==> config.mk <==
export PLATFORM = sky130hd
export DESIGN_NAME = pipeline_hazard_ctrl_flat
export DESIGN_NICKNAME = d
export VERILOG_FILES = /design/src/rtl/pipeline_hazard_ctrl_if.sv /design/src/rtl/pipeline_hazard_ctrl.sv /design/src/flat_wrapper.sv
export SDC_FILE = /design/constraint.sdc
export NUM_CORES = 1
export LEC_CHECK = 0
export ABC_CLOCK_PERIOD_IN_PS = 7700
export CORE_MARGIN = 3
export CORE_UTILIZATION = 45
export CTS_CLUSTER_DIAMETER = 50
export DETAILED_ROUTE_END_ITERATION = 16
export PLACE_DENSITY = 0.86
export SYNTH_ARGS = -nofsm -noshare
export SYNTH_HDL_FRONTEND = slang
export SYNTH_SLANG_ARGS = --single-unit
==> constraint.sdc <==
create_clock -name clk -period 7.7 [get_ports clk]
set_clock_uncertainty 0.1 [all_clocks]
set_input_delay 1.54 -clock clk [delete_from_list [all_inputs] [get_ports clk]]
set_output_delay 1.54 -clock clk [all_outputs]
set_load 0.1 [all_outputs]
==> src/rtl/pipeline_hazard_ctrl_if.sv <==
// ---------------------------------------------------------------------------
// pipeline_hazard_ctrl_if
//
// Purpose : bundles the per-stage hazard fields a 5-stage pipeline presents to
//           its hazard controller, and the control answers that come back.
//
// Contract: there is no valid/ready handshake on this bundle. The pipeline
//           drives every stage field on every cycle, bubbles included. A bubble
//           carries reg_write_*=0, result_src_e=0 and mc_start_e=0. The
//           controller answers combinationally in the same cycle. The
//           pipeline registers apply the stall, flush and bubble controls on
//           the next rising edge.
//
// Modports:
//   master : the pipeline datapath (drives stage fields, receives controls)
//   slave  : the hazard controller (receives stage fields, drives controls)
//
// Signals:
//   rs1_d, rs2_d         decode-stage source registers
//   rs1_e, rs2_e, rd_e   execute-stage sources / destination
//   result_src_e         execute-stage instruction is a load
//   reg_write_m/_w       write enables in memory / writeback stages
//   rd_m, rd_w           destinations in memory / writeback stages
//   pc_src_e             branch/jump taken in execute
//   mc_start_e           multi-cycle op present in execute
//   forward_a_e/_b_e     operand select: 00 regfile, 01 writeback, 10 memory
//   stall_f/_d/_e        hold fetch / decode / execute registers
//   flush_d/_e           clear decode / execute registers to a bubble
//   bubble_m             load a bubble into the memory register
//   mc_busy              multi-cycle FSM is in BUSY (FSM state visibility)
//   stall_count          saturating count of fetch-stall cycles
// ---------------------------------------------------------------------------
interface pipeline_hazard_ctrl_if #(
  parameter int REG_ADDR_W = 5,
  parameter int PERF_W     = 32
);
  logic [REG_ADDR_W-1:0] rs1_d;
  logic [REG_ADDR_W-1:0] rs2_d;
  logic [REG_ADDR_W-1:0] rs1_e;
  logic [REG_ADDR_W-1:0] rs2_e;
  logic [REG_ADDR_W-1:0] rd_e;
  logic [REG_ADDR_W-1:0] rd_m;
  logic [REG_ADDR_W-1:0] rd_w;
  logic                  result_src_e;
  logic                  reg_write_m;
  logic                  reg_write_w;
  logic                  pc_src_e;
  logic                  mc_start_e;

  logic [1:0]            forward_a_e;
  logic [1:0]            forward_b_e;
  logic                  stall_f;
  logic                  stall_d;
  logic                  stall_e;
  logic                  flush_d;
  logic                  flush_e;
  logic                  bubble_m;
  logic                  mc_busy;
  logic [PERF_W-1:0]     stall_count;

  modport master (
    output rs1_d, rs2_d, rs1_e, rs2_e, rd_e, rd_m, rd_w,
    output result_src_e, reg_write_m, reg_write_w, pc_src_e, mc_start_e,
    input  forward_a_e, forward_b_e, stall_f, stall_d, stall_e,
    input  flush_d, flush_e, bubble_m, mc_busy, stall_count
  );

  modport slave (
    input  rs1_d, rs2_d, rs1_e, rs2_e, rd_e, rd_m, rd_w,
    input  result_src_e, reg_write_m, reg_write_w, pc_src_e, mc_start_e,
    output forward_a_e, forward_b_e, stall_f, stall_d, stall_e,
    output flush_d, flush_e, bubble_m, mc_busy, stall_count
  );
endinterface

==> src/rtl/pipeline_hazard_ctrl.sv <==
// ---------------------------------------------------------------------------
// pipeline_hazard_ctrl
//
// Purpose : hazard unit for a 5-stage pipeline. It provides operand
//           forwarding, load-use stalls, branch flushes, and a two-state FSM.
//           The FSM holds the pipeline while a multi-cycle op occupies
//           execute for MC_LATENCY cycles. It also keeps a saturating
//           counter of fetch-stall cycles.
//
// Parameters:
//   REG_ADDR_W  register-index width
//   MC_LATENCY  execute occupancy of a multi-cycle op, 2..16
//   PERF_W      stall_count width
//
// Ports:
//   clk  rising-edge clock
//   rst  asynchronous active-high reset. While high it also forces every
//        output to 0 combinationally.
//   hz   pipeline_hazard_ctrl_if.slave (stage fields in, controls out)
// ---------------------------------------------------------------------------
module pipeline_hazard_ctrl #(
  parameter int REG_ADDR_W = 5,
  parameter int MC_LATENCY = 4,
  parameter int PERF_W     = 32
) (
  input  logic                  clk,
  input  logic                  rst,
  pipeline_hazard_ctrl_if.slave hz
);

  localparam int CNT_W = $clog2(MC_LATENCY);
  localparam logic [CNT_W-1:0] CNT_LOAD = CNT_W'(MC_LATENCY - 1);
  localparam logic [CNT_W-1:0] CNT_LAST = CNT_W'(1);

  typedef enum logic {
    IDLE = 1'b0,
    BUSY = 1'b1
  } mc_state_t;

  mc_state_t        state_q, state_d;
  logic [CNT_W-1:0] cnt_q, cnt_d;
  logic             mc_stall;
  logic             lw_stall;
  logic             run;
  logic             stall_f_int;

  // A memory-stage match is the younger producer, so it has priority.
  // Register 0 is never forwarded.
  function automatic logic [1:0] fwd_sel(input logic [REG_ADDR_W-1:0] rs);
    logic [1:0] sel;
    sel = 2'b00;
    if (hz.reg_write_m && (hz.rd_m != '0) && (hz.rd_m == rs)) begin
      sel = 2'b10;
    end else if (hz.reg_write_w && (hz.rd_w != '0) && (hz.rd_w == rs)) begin
      sel = 2'b01;
    end
    return sel;
  endfunction

  // State register
  always_ff @(posedge clk or posedge rst) begin
    if (rst) begin
      state_q <= IDLE;
      cnt_q   <= '0;
    end else begin
      state_q <= state_d;
      cnt_q   <= cnt_d;
    end
  end

  // Next state and mc_stall. The op stalls in its start cycle and then in
  // every BUSY cycle except the last (cnt==1). This gives MC_LATENCY-1
  // stall cycles. In that last cycle the op completes and the pipeline
  // moves on. pc_src_e is deliberately not an input here: a taken branch
  // during a multi-cycle stall is illegal and must not disturb the
  // sequencing.
  always_comb begin
    state_d  = state_q;
    cnt_d    = cnt_q;
    mc_stall = 1'b0;
    case (state_q)
      IDLE: begin
        if (hz.mc_start_e) begin
          state_d  = BUSY;
          cnt_d    = CNT_LOAD;
          mc_stall = 1'b1;
        end
      end
      BUSY: begin
        cnt_d = cnt_q - CNT_LAST;
        if (cnt_q == CNT_LAST) begin
          state_d = IDLE;
        end else begin
          mc_stall = 1'b1;
        end
      end
      default: begin
        state_d = IDLE;
        cnt_d   = '0;
      end
    endcase
  end

  // While the multi-cycle FSM holds decode, the load-use check cannot
  // also flush execute, because that would destroy the op in flight.
  assign lw_stall = hz.result_src_e && (hz.rd_e != '0) &&
                    ((hz.rd_e == hz.rs1_d) || (hz.rd_e == hz.rs2_d)) &&
                    !mc_stall;

  // rst gates every output without waiting for a clock edge.
  assign run         = !rst;
  assign stall_f_int = run && (lw_stall || mc_stall) && !hz.pc_src_e;

  assign hz.forward_a_e = run ? fwd_sel(hz.rs1_e) : 2'b00;
  assign hz.forward_b_e = run ? fwd_sel(hz.rs2_e) : 2'b00;
  assign hz.stall_f     = stall_f_int;
  assign hz.stall_d     = run && (lw_stall || mc_stall) && !hz.pc_src_e;
  assign hz.stall_e     = run && mc_stall;
  assign hz.bubble_m    = run && mc_stall;
  assign hz.flush_d     = run && hz.pc_src_e;
  assign hz.flush_e     = run && (hz.pc_src_e || lw_stall);
  assign hz.mc_busy     = run && (state_q == BUSY);

  // Fetch-stall performance counter. It saturates at all-ones.
  always_ff @(posedge clk or posedge rst) begin
    if (rst) begin
      hz.stall_count <= '0;
    end else if (stall_f_int && (hz.stall_count != '1)) begin
      hz.stall_count <= hz.stall_count + PERF_W'(1);
    end
  end

endmodule

==> src/flat_wrapper.sv <==
// flat-port wrapper written by rule: the top's interface ports become plain ports
module pipeline_hazard_ctrl_flat 
#(
  parameter int REG_ADDR_W = 5,
  parameter int MC_LATENCY = 4,
  parameter int PERF_W     = 32
)
  (clk, rst, hz_rs1_d, hz_rs2_d, hz_rs1_e, hz_rs2_e, hz_rd_e, hz_rd_m, hz_rd_w, hz_result_src_e, hz_reg_write_m, hz_reg_write_w, hz_pc_src_e, hz_mc_start_e, hz_forward_a_e, hz_forward_b_e, hz_stall_f, hz_stall_d, hz_stall_e, hz_flush_d, hz_flush_e, hz_bubble_m, hz_mc_busy, hz_stall_count);
  pipeline_hazard_ctrl_if #(.REG_ADDR_W(REG_ADDR_W), .PERF_W(PERF_W)) hz_i ();
  input  logic clk;
  input  logic rst;
  input wire logic [$bits(hz_i.rs1_d)-1:0] hz_rs1_d;
  input wire logic [$bits(hz_i.rs2_d)-1:0] hz_rs2_d;
  input wire logic [$bits(hz_i.rs1_e)-1:0] hz_rs1_e;
  input wire logic [$bits(hz_i.rs2_e)-1:0] hz_rs2_e;
  input wire logic [$bits(hz_i.rd_e)-1:0] hz_rd_e;
  input wire logic [$bits(hz_i.rd_m)-1:0] hz_rd_m;
  input wire logic [$bits(hz_i.rd_w)-1:0] hz_rd_w;
  input wire logic [$bits(hz_i.result_src_e)-1:0] hz_result_src_e;
  input wire logic [$bits(hz_i.reg_write_m)-1:0] hz_reg_write_m;
  input wire logic [$bits(hz_i.reg_write_w)-1:0] hz_reg_write_w;
  input wire logic [$bits(hz_i.pc_src_e)-1:0] hz_pc_src_e;
  input wire logic [$bits(hz_i.mc_start_e)-1:0] hz_mc_start_e;
  output wire logic [$bits(hz_i.forward_a_e)-1:0] hz_forward_a_e;
  output wire logic [$bits(hz_i.forward_b_e)-1:0] hz_forward_b_e;
  output wire logic [$bits(hz_i.stall_f)-1:0] hz_stall_f;
  output wire logic [$bits(hz_i.stall_d)-1:0] hz_stall_d;
  output wire logic [$bits(hz_i.stall_e)-1:0] hz_stall_e;
  output wire logic [$bits(hz_i.flush_d)-1:0] hz_flush_d;
  output wire logic [$bits(hz_i.flush_e)-1:0] hz_flush_e;
  output wire logic [$bits(hz_i.bubble_m)-1:0] hz_bubble_m;
  output wire logic [$bits(hz_i.mc_busy)-1:0] hz_mc_busy;
  output wire logic [$bits(hz_i.stall_count)-1:0] hz_stall_count;
  assign hz_i.rs1_d = hz_rs1_d;
  assign hz_i.rs2_d = hz_rs2_d;
  assign hz_i.rs1_e = hz_rs1_e;
  assign hz_i.rs2_e = hz_rs2_e;
  assign hz_i.rd_e = hz_rd_e;
  assign hz_i.rd_m = hz_rd_m;
  assign hz_i.rd_w = hz_rd_w;
  assign hz_i.result_src_e = hz_result_src_e;
  assign hz_i.reg_write_m = hz_reg_write_m;
  assign hz_i.reg_write_w = hz_reg_write_w;
  assign hz_i.pc_src_e = hz_pc_src_e;
  assign hz_i.mc_start_e = hz_mc_start_e;
  assign hz_forward_a_e = hz_i.forward_a_e;
  assign hz_forward_b_e = hz_i.forward_b_e;
  assign hz_stall_f = hz_i.stall_f;
  assign hz_stall_d = hz_i.stall_d;
  assign hz_stall_e = hz_i.stall_e;
  assign hz_flush_d = hz_i.flush_d;
  assign hz_flush_e = hz_i.flush_e;
  assign hz_bubble_m = hz_i.bubble_m;
  assign hz_mc_busy = hz_i.mc_busy;
  assign hz_stall_count = hz_i.stall_count;
  pipeline_hazard_ctrl #(.REG_ADDR_W(REG_ADDR_W), .MC_LATENCY(MC_LATENCY), .PERF_W(PERF_W)) u_core (.clk(clk), .rst(rst), .hz(hz_i));
endmodule
==> summary.md, run 1 <==
The floorplan has 25 rows. Summing the sequential cell areas from Yosys gives 38.29% of the chip area. The number of nets in the synthesized netlist was 284; the number of cells on the worst hold path was 1. Startpoint-to-endpoint class of the critical path: input pin to primary output. The logs give 0 for the number of max-capacitance violations reported and 0.1353 mV for the worst IR drop on VDD.

The slew of the pin with the lowest slew margin is 0.9877 ns. Post-CTS repair timing setup buffer count: 0. In this run the worst setup path begins at hz_rd_m[0]. Setup violations remaining at the end of the flow were counted as 0. The startpoint identified for the worst hold timing path is u_core.cnt_q[0]$_DFFE_PP0P_.

The first detailed-routing pass took 4 iterations. For the final hold violation count, the log shows 0. In this run, distinct cell masters in the synthesized netlist total 38. The multi-input combinational cells in the finished layout cover a total of 1325 sq um. The logs give 0 for the number of antenna violations at the first check in global routing and 2 for the number of buffers between clock root and the deepest sink. The worst flop-to-flop path startpoint is u_core.hz.stall_count[7]$_DFFE_PP0P_. The per-cell routed wire length was 14.33 um. The tools report the area of the mapped netlist as 2287 sq um. The H-tree depth reported by CTS was 2; the buffer and inverter count on the worst path was 2. Setup repair after global routing left no endpoint under its margin. Summing all flip-flop and latch instances after layout gives 875.8 sq um. Global routing finished with a remaining overflow of 0. The xor/xnor share of the synthesized area was 22.98%.

The run finished with clean final reports. The post-route netlist has 6.790% of its cells at a drive strength greater than 1. The number of clock buffers added by TritonCTS is 5. Summing the areas of all and, or, nand and nor instances in the mapped netlist gives 29.49% of the synthesized area.

The class of the tightest hold or removal check is flop to flop. The run gives 85 as the number of ports placed on the die boundary. After Yosys synthesis, full adders, half adders and majority gates account for 1.094% of the synthesized area. For the final-report max-slew violation count, the log shows 0.

For the worst setup path, the data required time is 6.06 ns. Fill cells in the final layout number 430. For the global placement routability congestion, the log shows 0.9200.

Subtracting the final worst setup slack from the clock period gives 6.060 ns. Register bit count reported by yosys: 35. Leaving out fill and tap cells, the most frequent cell in the layout is sky130_fd_sc_hd__clkdlybuf4s50_1. TritonCTS built the clock tree. The run gives 35 as the clock net sink count. The floorplan step set the die width to 77.29 um.

Timing would allow up to 165.0 MHz. The run gives 0 as the count of hold-fix buffers inserted at cts. In this design, the stage delay of the slowest critical-path cell is 1.18 ns.

For the worst-skew pair, the clock arrives at the later sink with an insertion delay of 0.29 ns. In this run the tool buffered the top-level ports with 84 buffer cells. Relative to the synthesized area, the layout overhead comes to 42.56%.

The dominant combinational cell family by area after synthesis is simple AND/OR/NAND/NOR gates. The routed design has 5602 um of wire. The depth of the most critical reg-to-reg path works out to 5. The number of global-route vias before repair came out at 2,068. Setup total negative slack on the finished layout was measured at 0 ns. In this run, the number of DRC markers left after iteration 0 of detailed routing was 131. The tools report the total number of vias as 2,077. The compound-cell area share of the yosys netlist is 3.611%, and the synthesized area divided by synthesized cell count is 9.530 sq um. The starting utilization of the core area is 47.48%, and the number of antenna diodes is 0. Synthesis handed over a netlist of 240 instances. End point of the critical path: hz_forward_b_e[0].

The die area was 5974 sq um; the placed wire-length estimate after detailed placement was 4406 um. After detailed routing, the number of vias per cell comes to 5.312. STA puts the critical path data arrival time at 4.42 ns. From bottom edge to top edge, the die measures 77.29 um.

The power density relative to cell area is 213.1 nW/um^2, and the standby leakage power is 0.001228 uW. Entering global routing, the biggest net connects 36 pins. Along the worst path, the maximum fanout reaches 4. The sort of element at the end of the critical path was a primary output. After floorplanning, the core was sized to cover 4817 sq um. After detailed placement, the total cell area comes to 3157 sq um. Summing all non-filler instances in the final layout gives an area of 3261 sq um. The first global-routing pass estimated 9273 um of wire. For the final net count, the log shows 367. The number of cells upsized or downsized after cts was 0. In this run the tightest slew margin relative to its limit is 33.95%. The clock-pin slew on the worst setup and hold paths was 0.07 ns; the post-detailed-route count of antenna-violating nets was 0. In the layout the commonest cells are sky130_fd_sc_hd__clkdlybuf4s50_1 (83), sky130_fd_sc_hd__xnor2_1 (42), sky130_fd_sc_hd__dfrtp_1 (35). STA classifies the critical path startpoint as an input pin. Worst reg2reg path endpoint: u_core.hz.stall_count[1]$_DFFE_PP0P_. Once layout is complete, the utilization of the core stands at 67.69%. The worst reg-to-reg setup slack is 5.11 ns.

The share of the clock period used by the worst path after layout was 78.70%; the warning count from the yosys run was 0. Of the post-synthesis cell area, the part taken by muxes is 0.4923%. The master cell of the clock root buffer was sky130_fd_sc_hd__clkbuf_8. Walking the worst path, the cells encountered are clkdlybuf4s50_1 -> or4_1 -> o21ai_0 -> nor3_1 -> nor3_1 -> clkdlybuf4s50_1.

Global routing used 19.02% of the available tracks across all layers. The master of the slowest instance on the critical path was sky130_fd_sc_hd__clkdlybuf4s50_1. In the routed design, unresolved DRC markers number 0.

The critical path runs through a total of 6 cells. Broken down by cell family, the worst path's largest delay share belongs to buffers and inverters.
==> registers in the layout, indices dropped and copies added, names as in the netlist <==
signal                 count
u_core.cnt_q               2
u_core.state_q             1
u_core.hz.stall_count     32
==> worst reg2reg max path: cells and delay by family, from the launching register on <==
| kind | cells | cell delay (ns) |
|---|---|---|
| flops | 1 | 0.44 |
| mux | 1 | 0.35 |
| simple gates | 4 | 1.58 |
==> routing by layer <==
layer	routed length (um)	track usage, %	part of all wire [%]	vias to the layer above
met5	0	0	0	-
met1	2254	22.23	40	973
met2	2835	33.07	51	79
li1	-	-	-	1012
met4	113	6.940	2.0	0
met3	399	5.282	7.1	13
==> worst min-delay path by stage <==
stage | endpoint | slack, ns
final | u_core.cnt_q[0]$_DFFE_PP0P_ | 0.39
after global routing | u_core.cnt_q[0]$_DFFE_PP0P_ | 0.40
after global placement | u_core.cnt_q[0]$_DFFE_PP0P_ | 0.37
after CTS | u_core.cnt_q[0]$_DFFE_PP0P_ | 0.39
after floorplan | u_core.cnt_q[0]$_DFFE_PP0P_ | 0.35
after detailed placement | u_core.cnt_q[0]$_DFFE_PP0P_ | 0.38
==> final cells by class <==
cell class,instances,share of cell area (%)
repair buffers,86,26.17
well taps,67,2.571
multi-input cells,190,40.64
clock buffers,7,2.955
clock inverters,1,0.2302
inverters,5,0.5756
flip-flops and latches,35,26.86
==> cells in the mapped netlist (all sizes together) <==
cell    number  share of area [%]
xnor2       42                 16
dfrtp       35                 38
nand3       22                5.0
nand4       20                6.1
xor2        18                6.9
nand2       16                2.6
nor2        16                2.6
nor3        12                2.6
and3         7                2.0
buf          7                2.3
and2         6                1.7
nor4         6                2.3
inv          5               0.82
o21ai        4                1.0
or4          4                1.3
clkbuf       3               0.93
a21oi        2               0.44
ha           2                1.1
nand4b       2               0.77
nor2b        2               0.55
a22oi        1               0.33
a31oi        1               0.27
and4b        1               0.60
mux2         1               0.49
nor3b        1               0.33
nor4bb       1               0.44
o211ai       1               0.33
o32ai        1                1.2
or3          1               0.49
==> logic make-up (layout without fill, tap and decap cells) <==
family,Yosys count,after routing
and+or+nand+nor,117,117
xor gates and xnor gates,60,60
DFF,35,35
buffers and inverters,15,99
AOI/OAI and AO/OA,10,10
adders and majority gates,2,2
muxes,1,1
==> power by group <==
part           switching, uW  leakage, uW  internal (uW)
clock                   67.2    0.0000505           81.4
combinational            224     0.000705           91.1
sequential              26.0     0.000472            205
total                    317      0.00123            377
==> through the flow <==
step	instances	power [uW]	setup WS, ns	hold WS (ns)
after detailed placement	383	550.2	1.637	0.3760
after CTS	391	698.4	1.624	0.3927
final	391	694.7	1.640	0.3925
after global placement	383	545.7	1.668	0.3701
after floorplan	240	470.4	1.166	0.3514
after global routing	391	723.5	1.523	0.4021
Note: power is estimated with default switching activity, not from simulation.
==> run 2, diff against run 1 <==
--- a/config.mk
+++ b/config.mk
@@ -5,12 +5,12 @@
 export SDC_FILE = /design/constraint.sdc
 export NUM_CORES = 1
 export LEC_CHECK = 0
-export ABC_CLOCK_PERIOD_IN_PS = 7700
+export ABC_CLOCK_PERIOD_IN_PS = 5500
 export CORE_MARGIN = 3
-export CORE_UTILIZATION = 45
+export CORE_UTILIZATION = 40
 export CTS_CLUSTER_DIAMETER = 50
 export DETAILED_ROUTE_END_ITERATION = 16
-export PLACE_DENSITY = 0.86
+export PLACE_DENSITY = 0.81
 export SYNTH_ARGS = -nofsm -noshare
 export SYNTH_HDL_FRONTEND = slang
 export SYNTH_SLANG_ARGS = --single-unit
==> constraint.sdc (replaced) <==
create_clock -name clk -period 5.5 [get_ports clk]
set_clock_uncertainty 0.1 [all_clocks]
set_input_delay 1.1 -clock clk [delete_from_list [all_inputs] [get_ports clk]]
set_output_delay 1.1 -clock clk [all_outputs]
set_load 0.1 [all_outputs]
==> run 2 against run 1 <==
- sequential power grew 39%
- die area grew 12%
- register-to-register slack worse by 2.2 ns
- power up 36%
- final cell count rose by 0.77%
- final area did not move
- largest power group unchanged
==> summary.md, run 2 (synthesis gave the netlist of run 1 again) <==
The tools report the standard-cell row count as 26 (+4.0%). Final total power: 944.0 uW (+36%). The run gives 9763 um (+5.3%) as the first-pass GRT wire length.

Leaving out fill and tap cells, the most frequent cell in the layout is sky130_fd_sc_hd__clkdlybuf4s50_1. The number of antenna violations at the first check in global routing is 0 (unchanged). The clock period minus final worst setup slack was 4.422 ns; the pin count of the biggest net entering global routing was 36 (unchanged). The highest cell delay on the worst timing path is 0.55 ns (-0.63 ns), and the clock-pin slew on the worst setup and hold paths is 0.07 ns (about the same). The run gives 3.22 ns (-1.20 ns) as the data arrival at the endpoint of the critical path. In this run the critical register-to-register path is captured at u_core.hz.stall_count[1]$_DFFE_PP0P_.

The placeable core region is 5303 sq um (+10%). Number of max-capacitance violations reported: 0 (unchanged). The run gives 32.47% (-1.5 points) as the worst slew margin relative to its limit.

The cell family contributing the most delay on the critical path is simple AND/OR/NAND/NOR gates. The tools report the placed wire-length estimate after detailed placement as 4560 um (+3.5%). The largest registers in the layout are u_core.hz.stall_count x32, u_core.cnt_q x2, u_core.state_q x1. The master of the slowest instance on the critical path is sky130_fd_sc_hd__or4_1. More flip-flops sit in one register than any other, and that register is u_core.hz.stall_count. The library cells used most frequently in the layout, excluding fill and tap cells, are sky130_fd_sc_hd__clkdlybuf4s50_1 (74), sky130_fd_sc_hd__xnor2_1 (42), sky130_fd_sc_hd__dfrtp_1 (35). The worst flop-to-flop path startpoint was u_core.hz.stall_count[7]$_DFFE_PP0P_. For the worst IR drop on VDD, the log shows 0.1648 mV (+22%). The run gives 0 (unchanged) as the number of antenna diodes.

The tools report the part of the total power dissipated in sequential elements as 34.1% (+0.9 points). STA classifies the critical path startpoint as an input pin. For the total number of vias, the log shows 2,107 (+1.4%).

The run gives 5 (unchanged) as the number of buffers created by CTS. The per-cell routed wire length was 14.75 um (+2.9%). Dividing the final minimum period by the clock period gives 80.39%. The largest fanout on the critical path is 4 (unchanged).

The tools report the clock net sink count as 35 (unchanged). The run gives 0 (unchanged) as the number of setup violations in the final report. The total global routing overflow came out at 0 (unchanged). The starting utilization of the core area was 43.13% (-4.3 points); the slew of the pin with the lowest slew margin was 1.010 ns (+0.02207 ns).

The final wirelength was 5811 um (+3.7%). The global placement routability congestion was 0.8536 (-7.2%); the maximum frequency from static timing analysis was 226.2 MHz. The number of buffer cells added on primary ports was 84 (unchanged).

The final-report max-slew violation count is 0 (unchanged), and the count of hold-fix buffers inserted at cts is 0 (unchanged). Worst endpoint required time: 4.30 ns (-1.76 ns). Walking the worst path, the cells encountered are clkdlybuf4s50_1 -> or4_1 -> o21ai_0 -> nor3_1 -> nor4_4 -> buf_12. For the number of detailed-route iterations in the first pass, the log shows 4 (unchanged). Hold path endpoint: u_core.cnt_q[0]$_DFFE_PP0P_.

For the standby leakage power, the log shows 0.001247 uW (+1.5%). The tools report the switching component of the power as 445.9 uW (+40%). Fraction of final layout cells with drive strength greater than 1: 9.877% (+3.1 points). Depth of the most critical reg-to-reg path: 5 (unchanged).

Setup repair after global routing left no endpoint under its margin. The fraction of power consumed by combinational cells came out at 47.2% (+1.8 points). The count of unresolved DRC violations after routing was 0 (unchanged); the power density relative to cell area was 289.5 nW/um^2 (+36%). The chip height is 81.62 um (+5.6%). The startpoint identified for the worst hold timing path is u_core.cnt_q[0]$_DFFE_PP0P_. The run finished with clean final reports. The final hold slack was 0.3805 ns (-0.01201 ns).

The later-pin clock latency in the skew report is 0.28 ns (about the same). Startpoint-to-endpoint class of the critical path: input pin to primary output. The die area came out at 6661 sq um (+12%). The die span in x came out at 81.62 um (+5.6%). The area growth from synthesis to layout is 42.56% (unchanged).

The class of the tightest hold or removal check is flop to flop. The final net count is 367 (unchanged), and the post-detailed-route count of antenna-violating nets is 0 (unchanged). The number of flip-flops under the largest register name is 32 (unchanged), and the H-tree depth reported by CTS is 2 (unchanged).

The logs give 2.91 ns (-2.20 ns) for the worst reg-to-reg setup slack and 18.7% (-2.7 points) for the clock network fraction of design power. The tools report the master cell of the clock root buffer as sky130_fd_sc_hd__clkbuf_8. Number of ports placed on the die boundary: 85 (unchanged). The logs give 0 (unchanged) for the final hold violation count and 0 (unchanged) for the number of cells upsized or downsized after cts.

Global-route usage over all layers: 18.82% (-0.21 points). The number of cells on the worst hold path is 1 (unchanged). The average vias per placed instance came out at 5.348 (+0.67%). For the number of buffers between clock root and the deepest sink, the log shows 2 (unchanged). Buffer and inverter count on the worst path: 2 (unchanged).

TritonCTS built the clock tree. The internal power is 498.1 uW (+32%). The initial detailed-routing violation count was 117 (-11%); the proportion of total power due to net switching was 47.23% (+1.5 points). STA classifies the critical path endpoint as a primary output. The total negative slack for setup checks was 0 ns (unchanged); the number of global-route vias before repair was 2,170 (+4.9%).

For the post-CTS repair timing setup buffer count, the log shows 0 (unchanged).
-- run 2: metal layers --
layer | vias to the layer above | GRT usage (%) | share of wire [%]
met5 | - | 0 | 0
met4 | 0 | 5.814 | 1.4
met3 | 8 | 6.469 | 9.2
met2 | 97 | 32.57 | 50
met1 | 987 | 21.86 | 40
li1 | 1015 | - | -
-- run 2: worst reg2reg max path: cells and delay by family, from the launching register on --
| family | cells | cell delay, ns |
|---|---|---|
| flip-flops | 1 | 0.44 |
| AND/OR/NAND/NOR | 4 | 1.58 |
| multiplexers | 1 | 0.36 |
-- run 2: how the worst max path moves through the flow --
stage                           from                end  slack, ns  cells past startpoint
after floorplan           hz_rd_m[3]  hz_forward_a_e[1]       0.05                      3
after global placement    hz_rd_m[0]  hz_forward_a_e[0]       1.13                      6
after detailed placement  hz_rd_m[0]  hz_forward_a_e[0]       1.05                      6
after CTS                 hz_rd_m[0]  hz_forward_a_e[0]       1.05                      6
after global routing      hz_rd_m[0]  hz_forward_a_e[0]       0.98                      6
final                     hz_rd_m[0]  hz_forward_a_e[0]       1.08                      6
-- run 2: final cells by class --
type,count,area (sq um)
Fill cell,463,2042
Multi-Input combinational cell,190,1339
Sequential cell,35,875.8
Timing Repair Buffer,86,855.8
Tap cell,70,87.58
Clock buffer,5,68.82
Inverter,5,18.77
Clock inverter,3,15.01
-- run 2: metrics by stage --
step,instance area [sq um],setup slack (ns),utilization [%],std cells
after detailed placement,3177,1.050,59.91,386
after global routing,3261,0.9847,61.49,394
after CTS,3261,1.049,61.49,394
after floorplan,2307,0.04870,-,240
final,3261,1.078,61.49,394
after global placement,3177,1.132,59.91,386
-- run 2: power groups by stage --
stage / registers, uW / clock network [uW] / logic [uW]
3_3_place_gp: 326 / 0 / 439
5_1_grt: 328 / 198 / 470
3_5_place_dp: 326 / 0 / 447
6_report: 322 / 176 / 445
2_1_floorplan: 451 / 0 / 209
4_1_cts: 322 / 182 / 448
==> run 3, diff against run 2 <==
--- a/config.mk
+++ b/config.mk
@@ -5,12 +5,12 @@
 export SDC_FILE = /design/constraint.sdc
 export NUM_CORES = 1
 export LEC_CHECK = 0
-export ABC_CLOCK_PERIOD_IN_PS = 5500
+export ABC_CLOCK_PERIOD_IN_PS = 4300
 export CORE_MARGIN = 3
-export CORE_UTILIZATION = 40
+export CORE_UTILIZATION = 45
 export CTS_CLUSTER_DIAMETER = 50
 export DETAILED_ROUTE_END_ITERATION = 16
-export PLACE_DENSITY = 0.81
+export PLACE_DENSITY = 0.86
 export SYNTH_ARGS = -nofsm -noshare
 export SYNTH_HDL_FRONTEND = slang
 export SYNTH_SLANG_ARGS = --single-unit
==> constraint.sdc (replaced) <==
create_clock -name clk -period 4.3 [get_ports clk]
set_clock_uncertainty 0.1 [all_clocks]
set_input_delay 0.86 -clock clk [delete_from_list [all_inputs] [get_ports clk]]
set_output_delay 0.86 -clock clk [all_outputs]
set_load 0.1 [all_outputs]
==> run 3 against run 2 <==
- power grew 30%
- via count up 0.19%
- register-to-register slack worse by 1.2 ns
- flip-flop and latch count unchanged
- final area up 1.5%
- sequential power increased by 29%
- final cell count shrank 0.25%
- combinational power is 31% higher
- hold slack improved by 0.019 ns
==> summary.md, run 3 (synthesis gave the netlist of run 1 again) <==
The number of max-capacitance violations reported came out at 0 (unchanged). The tools report the final wirelength as 5791 um (-0.34%). The library cell used most frequently in the layout, excluding fill and tap cells, is sky130_fd_sc_hd__clkdlybuf4s50_1.

The run gives 0.28 ns (about the same) as the later-pin clock latency in the skew report. For the post-layout utilization of the core, the log shows 68.68% (+7.2 points). The number of detailed-route iterations in the first pass is 4 (unchanged).

Timing would allow up to 257.6 MHz. The final hold violation count is 0 (unchanged). For the worst endpoint required time, the log shows 3.34 ns (-0.96 ns). Chip height: 77.29 um (-5.3%). STA classifies the critical path endpoint as a primary output. The post-detailed-route count of antenna-violating nets came out at 0 (unchanged). The run gives 2,111 (+0.19%) as the total number of vias. The number of buffers between clock root and the deepest sink came out at 2 (unchanged). Setup repair after global routing left no endpoint under its margin. The slew of the pin with the lowest slew margin was 0.9941 ns (-0.01567 ns). The startpoint-to-endpoint class of the critical path is input pin to primary output. The number of cells upsized or downsized after cts was 0 (unchanged). The largest fanout on the critical path was 4 (unchanged). The logs give 9528 um (-2.4%) for the first-pass GRT wire length and 0 (unchanged) for the post-CTS repair timing setup buffer count. The class of the tightest hold or removal check was flop to flop. For the number of setup violations in the final report, the log shows 0 (unchanged). The per-cell routed wire length came out at 14.74 um (about the same). The tools report the master cell of the clock root buffer as sky130_fd_sc_hd__clkbuf_8. The library cells used most frequently in the layout, excluding fill and tap cells, are sky130_fd_sc_hd__clkdlybuf4s50_1 (73), sky130_fd_sc_hd__xnor2_1 (42), sky130_fd_sc_hd__dfrtp_1 (35).

The die area is 5974 sq um (-10%), and the average vias per placed instance is 5.372 (+0.44%). The logs give 0.001262 uW (+1.2%) for the standby leakage power and 25 (-3.8%) for the standard-cell row count. The worst setup path is launched from an input pin.

The final total power is 1223 uW (+30%). The count of hold-fix buffers inserted at cts is 0 (unchanged), and the total global routing overflow is 0 (unchanged). The logs give 4548 um (-0.27%) for the placed wire-length estimate after detailed placement and 0 ns (unchanged) for the total negative slack for setup checks. The number of buffer cells added on primary ports was 84 (unchanged); the number of antenna violations at the first check in global routing was 0 (unchanged). Clock-pin slew on the worst setup and hold paths: 0.06 ns (about the same). The fraction of final layout cells with drive strength greater than 1 was 10.43% (+0.55 points); the number of ports placed on the die boundary was 85 (unchanged). The initial detailed-routing violation count was 128 (+9.4%). The final critical path takes up 90.29% of the cycle. TritonCTS built the clock tree. For the total of fill cells in the finished design, the log shows 395 (-15%).

The routed design could run at a clock period as short as 3.882 ns. The area growth from synthesis to layout is 44.64%, and the final net count is 369 (+0.54%). The run gives 2,148 (-1.0%) as the number of global-route vias before repair. The global placement routability congestion was 0.8875 (+4.0%).

The run gives 0 (unchanged) as the final-report max-slew violation count. The flow ran to the end, and the final reports show no timing, DRC or antenna violations. Starting utilization of the core area: 47.48% (+4.3 points). The pin count of the biggest net entering global routing is 36 (unchanged).

The data arrival at the endpoint of the critical path came out at 2.92 ns (-0.30 ns). The placeable core region came out at 4817 sq um (-9.2%). The tools report the number of buffers created by CTS as 5 (unchanged).

The tools report the count of unresolved DRC violations after routing as 0 (unchanged). The power density relative to cell area was 369.7 nW/um^2 (+28%); the clock net sink count was 35 (unchanged). In the final layout, the registers with the most flip-flops are u_core.hz.stall_count x32, u_core.cnt_q x2, u_core.state_q x1. The register bank with the most flops was u_core.hz.stall_count.

The worst slew margin relative to its limit is 33.52% (+1.0 points), and the worst IR drop on VDD is 0.2329 mV (+41%). The H-tree depth reported by CTS was 2 (unchanged). The number of flip-flops under the largest register name came out at 32 (unchanged).

The die span in x was 77.29 um (-5.3%); the global-route usage over all layers was 19.63% (+0.81 points). The tools report the number of antenna diodes as 0 (unchanged).
## run 3: cell types whose count changed in the layout (fill, tap and decap cells not counted)
cell,before,now
sky130_fd_sc_hd__clkdlybuf4s50_1,74,73
sky130_fd_sc_hd__buf_12,2,5
sky130_fd_sc_hd__clkbuf_1,0,1
sky130_fd_sc_hd__clkinvlp_4,0,1
sky130_fd_sc_hd__clkinv_2,3,1
## run 3: worst max-delay path, stage by stage
cell                              delay, ns
sky130_fd_sc_hd__clkdlybuf4s50_1       0.47
sky130_fd_sc_hd__or4_1                 0.51
sky130_fd_sc_hd__o21ai_0               0.36
sky130_fd_sc_hd__nor3_1                0.16
sky130_fd_sc_hd__nor4_4                0.34
sky130_fd_sc_hd__buf_12                0.21
## run 3: area by class of cell
class / instances / area [sq um] / share of cell area [%]
inverters: 5 / 18.77 / 0.5673
repair buffers: 88 / 905.9 / 27.38
well taps: 67 / 83.83 / 2.534
flip-flops and latches: 35 / 875.8 / 26.48
clock inverters: 2 / 12.51 / 0.3782
clock buffers: 6 / 72.57 / 2.194
multi-input cells: 190 / 1339 / 40.47
## run 3: path summary, 6_finish.rpt
kind	from	endpoint	slack, ns	depth (start not counted)
worst min register to register	u_core.cnt_q[0]$_DFFE_PP0P_	u_core.cnt_q[0]$_DFFE_PP0P_	0.40	1
min in group asynchronous	rst	u_core.hz.stall_count[0]$_DFFE_PP0P_	1.07	4
worst max-delay path	hz_rd_m[3]	hz_forward_a_e[0]	0.42	6
worst max register to register	u_core.hz.stall_count[7]$_DFFE_PP0P_	u_core.hz.stall_count[1]$_DFFE_PP0P_	1.70	5
max in group asynchronous	rst	u_core.cnt_q[0]$_DFFE_PP0P_	2.71	4
worst min-delay path	u_core.cnt_q[0]$_DFFE_PP0P_	u_core.cnt_q[0]$_DFFE_PP0P_	0.40	1
## run 3: metal layers
metal	GRT usage, %	part of all wire [%]
met3	6.455	7.6
met2	37.48	54
met5	0	0
met1	20.33	38
met4	4.982	0.78
## run 3: through the flow
step                      hold slack, ns  cells  setup WS, ns  area, sq um
final                             0.3999    393        0.4177         3308
after global routing              0.4211    393        0.2697         3308
after CTS                         0.4042    393        0.3934         3308
after detailed placement          0.3958    385        0.3917         3223
after global placement            0.3770    385        0.4115         3223
after floorplan                   0.3514    240       -0.6713         2307
## run 3: power breakdown
part           switching (uW)  total, uW  leakage [uW]  internal [uW]
sequential               48.3        415      0.000472            367
clock                     114        227     0.0000412            113
combinational             408        581      0.000749            172
